==> src/rtl/rib_pkg.sv <==
// Shared types and constants for the RIB interconnect arbiter.
// No logic: pure declarations, zero latency.
// No flow control of its own.
package rib_pkg;

    localparam int NUM_M     = 3;
    localparam int M_CPU     = 0;
    localparam int M_DBG     = 1;
    localparam int M_DMA     = 2;
    localparam int CNT_W_DEF = 5;

    typedef enum logic [1:0] {
        IDLE = 2'd0,
        OWN  = 2'd1,
        TURN = 2'd2
    } arb_state_t;

endpackage

==> src/rtl/rib_arb_pick.sv <==
// Combinational winner select: starving CPU first, else fixed priority m1 > m2 > m0.
// Zero latency.
// No backpressure; it only looks at the current request vector.
module rib_arb_pick
    import rib_pkg::*;
(
    input  logic [NUM_M-1:0] req,
    input  logic             starve,
    output logic [NUM_M-1:0] pick_oh,
    output logic [1:0]       pick_idx,
    output logic             any
);

    always_comb begin
        pick_oh  = '0;
        pick_idx = '0;
        any      = |req;
        if (starve && req[M_CPU]) begin
            pick_oh[M_CPU] = 1'b1;
            pick_idx       = 2'(M_CPU);
        end else if (req[M_DBG]) begin
            pick_oh[M_DBG] = 1'b1;
            pick_idx       = 2'(M_DBG);
        end else if (req[M_DMA]) begin
            pick_oh[M_DMA] = 1'b1;
            pick_idx       = 2'(M_DMA);
        end else if (req[M_CPU]) begin
            pick_oh[M_CPU] = 1'b1;
            pick_idx       = 2'(M_CPU);
        end
    end

endmodule

==> src/rtl/rib_arbiter.sv <==
// Three-master RIB bus arbiter with burst limit, CPU anti-starvation and one dead cycle between owners.
// Grant is registered: 1 cycle from request to grant out of IDLE.
// Requesters are held off by grant absence; cpu_hold_o stalls the core combinationally.
module rib_arbiter
    import rib_pkg::*;
#(
    parameter int MAX_BURST = 16,
    parameter int MAX_WAIT  = 8,
    parameter int CNT_W     = CNT_W_DEF
) (
    input  logic             clk,
    input  logic             rst,
    input  logic [NUM_M-1:0] req_i,
    output logic [NUM_M-1:0] grant_o,
    output logic             grant_vld_o,
    output logic [1:0]       grant_id_o,
    output logic             cpu_hold_o,
    output logic             busy_o
);

    localparam logic [CNT_W-1:0] BURST_LAST = CNT_W'(MAX_BURST - 1);
    localparam logic [CNT_W-1:0] WAIT_SAT   = CNT_W'(MAX_WAIT);

    arb_state_t       state_q, state_d;
    logic [CNT_W-1:0] burst_cnt, burst_d;
    logic [CNT_W-1:0] wait_cnt, wait_d;
    logic [NUM_M-1:0] grant_d;
    logic [1:0]       grant_id_d;

    logic             starve;
    logic [NUM_M-1:0] pick_oh;
    logic [1:0]       pick_idx;
    logic             pick_any;
    logic             owner_req;
    logic             other_req;
    logic             burst_end;

    assign starve = req_i[M_CPU] && (wait_cnt == WAIT_SAT);

    rib_arb_pick u_pick (
        .req      (req_i),
        .starve   (starve),
        .pick_oh  (pick_oh),
        .pick_idx (pick_idx),
        .any      (pick_any)
    );

    assign owner_req = |(req_i & grant_o);
    assign other_req = |(req_i & ~grant_o);
    assign burst_end = (burst_cnt == BURST_LAST);

    always_comb begin
        state_d    = state_q;
        burst_d    = burst_cnt;
        grant_d    = grant_o;
        grant_id_d = grant_id_o;
        case (state_q)
            IDLE, TURN: begin
                // IDLE and TURN both arbitrate afresh; TURN just falls back to IDLE when nobody asks.
                if (pick_any) begin
                    state_d    = OWN;
                    grant_d    = pick_oh;
                    grant_id_d = pick_idx;
                    burst_d    = '0;
                end else begin
                    state_d = IDLE;
                end
            end
            OWN: begin
                if (!owner_req || (burst_end && other_req)) begin
                    state_d    = TURN;
                    grant_d    = '0;
                    grant_id_d = '0;
                end else if (burst_end) begin
                    burst_d = '0;
                end else begin
                    burst_d = burst_cnt + 1'b1;
                end
            end
            default: begin
                state_d    = IDLE;
                grant_d    = '0;
                grant_id_d = '0;
            end
        endcase
    end

    always_comb begin
        wait_d = '0;
        if (req_i[M_CPU] && !grant_o[M_CPU])
            wait_d = (wait_cnt == WAIT_SAT) ? wait_cnt : wait_cnt + 1'b1;
    end

    always_ff @(posedge clk) begin
        if (rst) begin
            state_q     <= IDLE;
            grant_o     <= '0;
            grant_id_o  <= '0;
            grant_vld_o <= 1'b0;
            busy_o      <= 1'b0;
            burst_cnt   <= '0;
            wait_cnt    <= '0;
        end else begin
            state_q     <= state_d;
            grant_o     <= grant_d;
            grant_id_o  <= grant_id_d;
            grant_vld_o <= |grant_d;
            busy_o      <= (state_d != IDLE);
            burst_cnt   <= burst_d;
            wait_cnt    <= wait_d;
        end
    end

    assign cpu_hold_o = req_i[M_CPU] & ~grant_o[M_CPU];

endmodule

==> config.mk <==
export PLATFORM = sky130hd
export DESIGN_NAME = rib_arbiter
export DESIGN_NICKNAME = d
export VERILOG_FILES = /design/src/rtl/rib_pkg.sv /design/src/rtl/rib_arb_pick.sv /design/src/rtl/rib_arbiter.sv
export SDC_FILE = /design/constraint.sdc
export NUM_CORES = 1
export LEC_CHECK = 0
export BUFFER_PORTS_ARGS = -buffer_cell sky130_fd_sc_hd__buf_4
export CORE_MARGIN = 2
export CORE_UTILIZATION = 30
export CTS_BUF_LIST = sky130_fd_sc_hd__clkbuf_4 sky130_fd_sc_hd__clkbuf_8 sky130_fd_sc_hd__clkbuf_16
export CTS_CLUSTER_DIAMETER = 150
export DETAILED_ROUTE_END_ITERATION = 8
export SYNTH_ARGS = -nofsm -noshare
export SYNTH_HDL_FRONTEND = slang
export SYNTH_HIERARCHICAL = 1
export SYNTH_SLANG_ARGS = --single-unit
==> constraint.sdc <==
create_clock -name clk -period 3 [get_ports clk]
set_clock_uncertainty 0.1 [all_clocks]
set_input_delay 0.45 -clock clk [delete_from_list [all_inputs] [get_ports clk]]
set_output_delay 0.45 -clock clk [all_outputs]
set_load 0.05 [all_outputs]
# ---- Yosys cells after proc, flatten, opt, wreduce, memory -nomap -nowiden
# Index checks and enable logic that the tools add are counted.
dict set report totals {
  input_bits 5
  wordCells 64
  output_inout_bits 8
  register_bits 19
}
dict set report classes {
  n_mux 24
  n_bitwise 6
  add_sub_neg 2
  reduce_logical 18
  n_eq_ne 7
}
# operator n
set ops {}
lappend ops {{2-to-1 mux 5 bit} 3}
lappend ops {{2-to-1 mux 2 bit} 7}
lappend ops {{OR reduction 3 bit} 4}
lappend ops {{adder 5 x 1 -> 5 bit, second input constant} 2}
lappend ops {{== test 5 x 4 -> 1 bit, second input constant} 2}
lappend ops {{one-hot mux 5 bit (2 select lines)} 1}
lappend ops {{2-to-1 mux 1 bit} 8}
lappend ops {{one-hot mux 2 bit (2 select lines)} 2}
lappend ops {{AND 3 bit} 2}
lappend ops {{2-to-1 mux 3 bit} 2}
lappend ops {{!= test 2 bit, second input constant} 3}
lappend ops {{one-hot mux 3 bit (2 select lines)} 1}
lappend ops {{logical AND 1 bit} 4}
lappend ops {{nonzero test 2 bit} 2}
lappend ops {{OR reduction 2 bit} 2}
lappend ops {{NOT 3 bit} 1}
lappend ops {{AND reduction 3 bit} 1}
lappend ops {{== test 2 x 1 -> 1 bit, second input constant} 1}
lappend ops {{== test 2 bit, second input constant} 1}
lappend ops {{zero test 1 bit} 2}
lappend ops {{zero test 2 bit} 1}
lappend ops {{NOT 1 bit} 2}
lappend ops {{AND reduction 2 bit} 1}
lappend ops {{AND 1 bit} 1}
lappend ops {{logical OR 1 bit} 1}

# ---- Logic depth before layout (Yosys ltp)
dict set report depth {
  word_depth 8
  mapped_depth 11
  depth_no_buf 10
}

# ---- Hierarchy
# The synthesis kept the hierarchy.
# module instances area_each_um2 cells_per_inst
set by_module_without_submodules {}
lappend by_module_without_submodules {rib_arbiter 1 908.4 103}
lappend by_module_without_submodules {rib_arb_pick 1 51.3 8}

# ---- Least setup slack after synthesis
# Ideal clock, no wire load.
dict set report synth_path {
  path_type {register to register}
  startpoint {reg grant_o[0]}
  endpoint {reg burst_cnt[2]}
  setup_time_ns 0.070
  slack_ns 0.853
  required_ns 2.830
  t_arrival_ns 1.977
  path_stages_with_launch 5
  n_path_buf 0
  cell_sequence {dfxtp_1 > nor2b_2 > o31a_1 > or4_1 > a21boi_1}
}
dict set report synth_between {
  elab_chain_len 7
  elab_cells_between_ends 10
  classes_between {eq/ne: 1; bitwise: 3; reduce/logical: 6}
}
# item line_no
set synth_lines {}
lappend synth_lines {{start, declared} rib_arbiter.sv:14} ;# output logic [NUM_M-1:0] grant_o,
lappend synth_lines {{start signal, assigned} rib_arbiter.sv:105} ;# grant_o <= grant_d;
lappend synth_lines {{NOT 3 bit} rib_arbiter.sv:49} ;# assign other_req = |(req_i & ~grant_o);
lappend synth_lines {{AND 3 bit} rib_arbiter.sv:49}
lappend synth_lines {{OR reduction 3 bit} rib_arbiter.sv:49}
lappend synth_lines {{logical AND 1 bit} rib_arbiter.sv:70} ;# if (!owner_req || (burst_end && other_req)) begin
lappend synth_lines {{logical OR 1 bit *} rib_arbiter.sv:70}
lappend synth_lines {{!= test 2 bit (no source line) *} n/a}
lappend synth_lines {{AND reduction 3 bit (no source line) *} n/a}
lappend synth_lines {{end signal, assigned} rib_arbiter.sv:109} ;# burst_cnt <= burst_d;
lappend synth_lines {{end, declared} rib_arbiter.sv:25} ;# logic [CNT_W-1:0] burst_cnt, burst_d;
# Mark *: on every way between the ends. The rest lies on a longest branch, timed or not.
# A chain may end at the register's enable or synchronous reset.

# ---- Final worst setup path
dict set report layout_path {
  startpoint {reg wait_cnt[0]}
  endpoint {reg grant_vld_o}
}
dict set report layout_between {
  elab_chain_len 7
  elab_cells_between_ends 8
  classes_between {eq/ne: 1; mux: 4; reduce/logical: 3}
}
# item line_no
set layout_lines {}
lappend layout_lines {{start, declared} rib_arbiter.sv:26} ;# logic [CNT_W-1:0] wait_cnt, wait_d;
lappend layout_lines {{start signal, assigned} rib_arbiter.sv:110} ;# wait_cnt <= wait_d;
lappend layout_lines {{== test 5 x 4 -> 1 bit *} rib_arbiter.sv:38} ;# assign starve = req_i[M_CPU] && (wait_cnt == WAIT_SAT);
lappend layout_lines {{logical AND 1 bit *} rib_arbiter.sv:38}
lappend layout_lines {{via starve} rib_arbiter.sv:30} ;# logic starve;
lappend layout_lines {{logical AND 1 bit *} rib_arb_pick.sv:18} ;# if (starve && req[M_CPU]) begin
lappend layout_lines {{2-to-1 mux 1 bit / 2-to-1 mux 2 bit (equally long branches)} rib_arb_pick.sv:18}
lappend layout_lines {{2-to-1 mux 3 bit *} rib_arbiter.sv:60} ;# if (pick_any) begin
lappend layout_lines {{one-hot mux 3 bit (2 select lines) *} rib_arbiter.sv:57} ;# case (state_q)
lappend layout_lines {{OR reduction 3 bit *} rib_arbiter.sv:107} ;# grant_vld_o <= |grant_d;
lappend layout_lines {{end signal, assigned} rib_arbiter.sv:107}
lappend layout_lines {{end, declared} rib_arbiter.sv:15} ;# output logic grant_vld_o,
# The timed path passes the listed nets; every way through them passes the cells marked *.

==> impl_metrics.env <==
export IMPL_status="complete, no violations"
export IMPL_cp_arrival_ns=2.35
export IMPL_cap_violations=0
export IMPL_antenna_found_initial=0
export IMPL_worst_pin_slew_ns=0.7228
export IMPL_final_common_cell="dfxtp_1"
export IMPL_ios=13
export IMPL_required_ns=3.11
export IMPL_grt_pass1_vias=753
export IMPL_start_util_pct=31.43
export IMPL_synth_warnings=6
export IMPL_ys_seq_area_share_pct=39.63
export IMPL_finalSetupTns_ns=0
export IMPL_drt_wl_total_mm=2.034
export IMPL_crit_chain="inv_1 -> ha_1 -> nand2_1 -> nor3_1 -> and2_1 -> a21boi_0 -> nor4b_1 -> nor2_1 -> o41ai_1 -> a21oi_1"
export IMPL_place_congestion=0.7650
export IMPL_cts_sinks=19
export IMPL_critical_path_endpoint_type="flop"
export IMPL_clockBufferDepth=2
export IMPL_crit_buf_inv=1
export IMPL_die_y_um=60.56
export IMPL_path_delay_family="simple AND/OR/NAND/NOR gates"
export IMPL_timing_final_hold_violations=0
export IMPL_mostFrequentLayoutCells="19 x dfxtp_1, 13 x nor2_1, 12 x buf_4"
export IMPL_synth_simple_area_share_pct=24.64
export IMPL_top_usage_layer="met2"
export IMPL_track_usage_pct=12.87
export IMPL_synth_ff_latch_count=19
export IMPL_clk_pin_slew_ns=0.12
export IMPL_post_cts_repair_setup_buffers=0
export IMPL_report_final_slew_viol_count=0
export IMPL_synth_xor_area_share_pct=3.651
export IMPL_overflow=0
export IMPL_coreArea_mm2=0.003053
export IMPL_final_setup_viol_count=0
export IMPL_synth_nets=119
export IMPL_use_met3_pct=2.132
export IMPL_ant_nets=0
export IMPL_rsz0062_at_grt="no"
export IMPL_root_buffer="clkbuf_4"
export IMPL_met2_usage_pct=19.97
export IMPL_fmax_mhz=445.3
export IMPL_nets=131
export IMPL_post_drt_wl_per_cell_um=12.25
export IMPL_hold_class="in -> reg"
export IMPL_grt_max_degree=14
export IMPL_hpwl_mm=1.488
export IMPL_synth_compound_area_share_pct=19.04
export IMPL_syn_area_per_cell_um2=8.646
export IMPL_rows=20
export IMPL_cpPeakStageDelay_ns=0.41
export IMPL_cts_resized_gates=0
export IMPL_power_density_mw_per_mm2=451.2
export IMPL_clock_latency_ns=0.31
export IMPL_use_met1_pct=15.82
export IMPL_finalCriticalPeriod_ns=2.246
export IMPL_cp_start_kind="flop"
export IMPL_area_growth_pct=15.25
export IMPL_dr_first_iter_drc_count=21
export IMPL_synthAdderAreaFrac_pct=3.911
export IMPL_numCtsBuffers=3
export IMPL_cts_tree="yes"
export IMPL_slowest_stage="nor3_1"
export IMPL_max_slew_margin_pct=51.82
export IMPL_vias=842
export IMPL_synth_mux_area_share_pct=5.215
export IMPL_synth_area_um2=959.7
export IMPL_grt_pass1_wl_mm=3.429
export IMPL_drtPass1Iterations=4
export IMPL_synth_cells=111
export IMPL_drive_above_1_share_pct=14.75
export IMPL_routed_via_density=5.072
export IMPL_drc=0
export IMPL_dieArea_mm2=0.003668
export IMPL_synth_cell_types=37
export IMPL_critPathKind="reg -> reg"
export IMPL_holdBufCountCts=0
export IMPL_worstPathMaxFanout=4
export IMPL_io_buffers=12
export IMPL_max_vdd_ir_drop_mv=0.1167
export IMPL_power_leakage_nw=0.4243
export IMPL_synth_top_family_by_area="simple AND/OR/NAND/NOR gates"
export IMPL_die_w_um=60.56
export IMPL_period_share_pct=74.85
export IMPL_diodes=0
export IMPL_htree_levels=1
export IMPL_power_mw=0.4990
==> synth_stat cells (all sizes together) <==
cell type / instances / area, um^2
a211oi: 3 / 22.52
nand3b: 1 / 7.510
o32ai: 3 / 26.28
nor3: 5 / 25.02
clkbuf: 3 / 11.26
o31a: 1 / 8.760
xor2: 2 / 17.52
a222oi: 1 / 10.01
xnor2: 2 / 17.52
or3: 1 / 6.260
o21a: 1 / 7.510
nand2b: 3 / 18.77
a41oi: 1 / 8.760
and4b: 1 / 10.01
ha: 3 / 37.54
nor2: 13 / 48.80
a21o: 1 / 7.510
buf: 2 / 15.01
o41ai: 1 / 8.760
o31ai: 2 / 15.01
dfxtp: 19 / 380.4
o211ai: 1 / 7.510
nor4b: 1 / 8.760
a21boi: 2 / 15.02
and2: 1 / 6.260
mux2i: 5 / 50.05
a21oi: 7 / 38.79
or2b: 1 / 7.510
o22ai: 1 / 6.260
nor2b: 4 / 27.53
or4: 1 / 7.510
nand3: 5 / 25.02
inv: 3 / 11.26
nand2: 10 / 37.54
==> worst register-to-register path: cells and delay by family, from the launching register on <==
family                     cells  cell delay, ns
and+or+nand+nor                5            1.11
adders and majority gates      1            0.15
buffers and inverters          1            0.09
AOI/OAI and AO/OA              3            0.36
DFF                            1            0.35
==> per-layer routing <==
metal / wire length (um) / part of all wire (%)
met5: 0 / 0
met4: 79 / 3.9
met3: 74 / 3.6
met2: 937 / 46
met1: 942 / 46
==> path summary, 6_finish.rpt <==
kind,startpoint,slack [ns],endpoint,depth (start not counted)
worst min register to register,burst_cnt[4],0.35,burst_cnt[4],2
worst max register to register,wait_cnt[0],0.75,grant_vld_o,10
worst min-delay path,rst,0.30,grant_id_o[0],2
worst max-delay path,wait_cnt[0],0.75,grant_vld_o,10
==> stage by stage <==
stage / hold WS (ns) / area, um^2 / util, % / std cells / setup WS [ns]
final: 0.3049 / 1106 / 36.23 / 166 / 0.7545
after global routing: 0.3064 / 1106 / 36.23 / 166 / 0.5212
after CTS: 0.2989 / 1106 / 36.23 / 166 / 0.7545
after detailed placement: 0.3298 / 1079 / 35.33 / 162 / 0.7742
after global placement: 0.3225 / 1079 / 35.33 / 162 / 0.9255
after floorplan: 0.3113 / 959.7 / - / 111 / 0.8531
==> report_power, final <==
part           switching (mW)  internal, mW  leakage (nW)
Combinational          0.0559        0.0311         0.251
Sequential             0.0112         0.262         0.155
Clock                  0.0886        0.0499        0.0177
==> flip-flops by register name, summed over array words and instances, names as in the netlist <==
| register | flops |
|---|---|
| grant_vld_o | 1 |
| busy_o | 1 |
| grant_id_o | 2 |
| state_q | 2 |
| wait_cnt | 5 |
| grant_o | 3 |
| burst_cnt | 5 |
==> area by class of cell <==
| type | count | area (um^2) |
|---|---|---|
| Fill cell | 333 | 1947 |
| Multi-Input combinational cell | 84 | 541.8 |
| Sequential cell | 19 | 380.4 |
| Timing Repair Buffer | 12 | 90.09 |
| Tap cell | 44 | 55.05 |
| Clock buffer | 3 | 22.52 |
| Inverter | 3 | 11.26 |
| Clock inverter | 1 | 5.005 |
==> cells by family (layout without fill, tap and decap cells) <==
logic type	count (synthesis)	in the layout
buffers and inverters	8	19
xor gates and xnor gates	4	4
DFF	19	19
and+or+nand+nor	47	47
AOI/OAI and AO/OA	25	25
adders and majority gates	3	3
muxes	5	5
No activity file was read; power rests on OpenSTA's default activity.
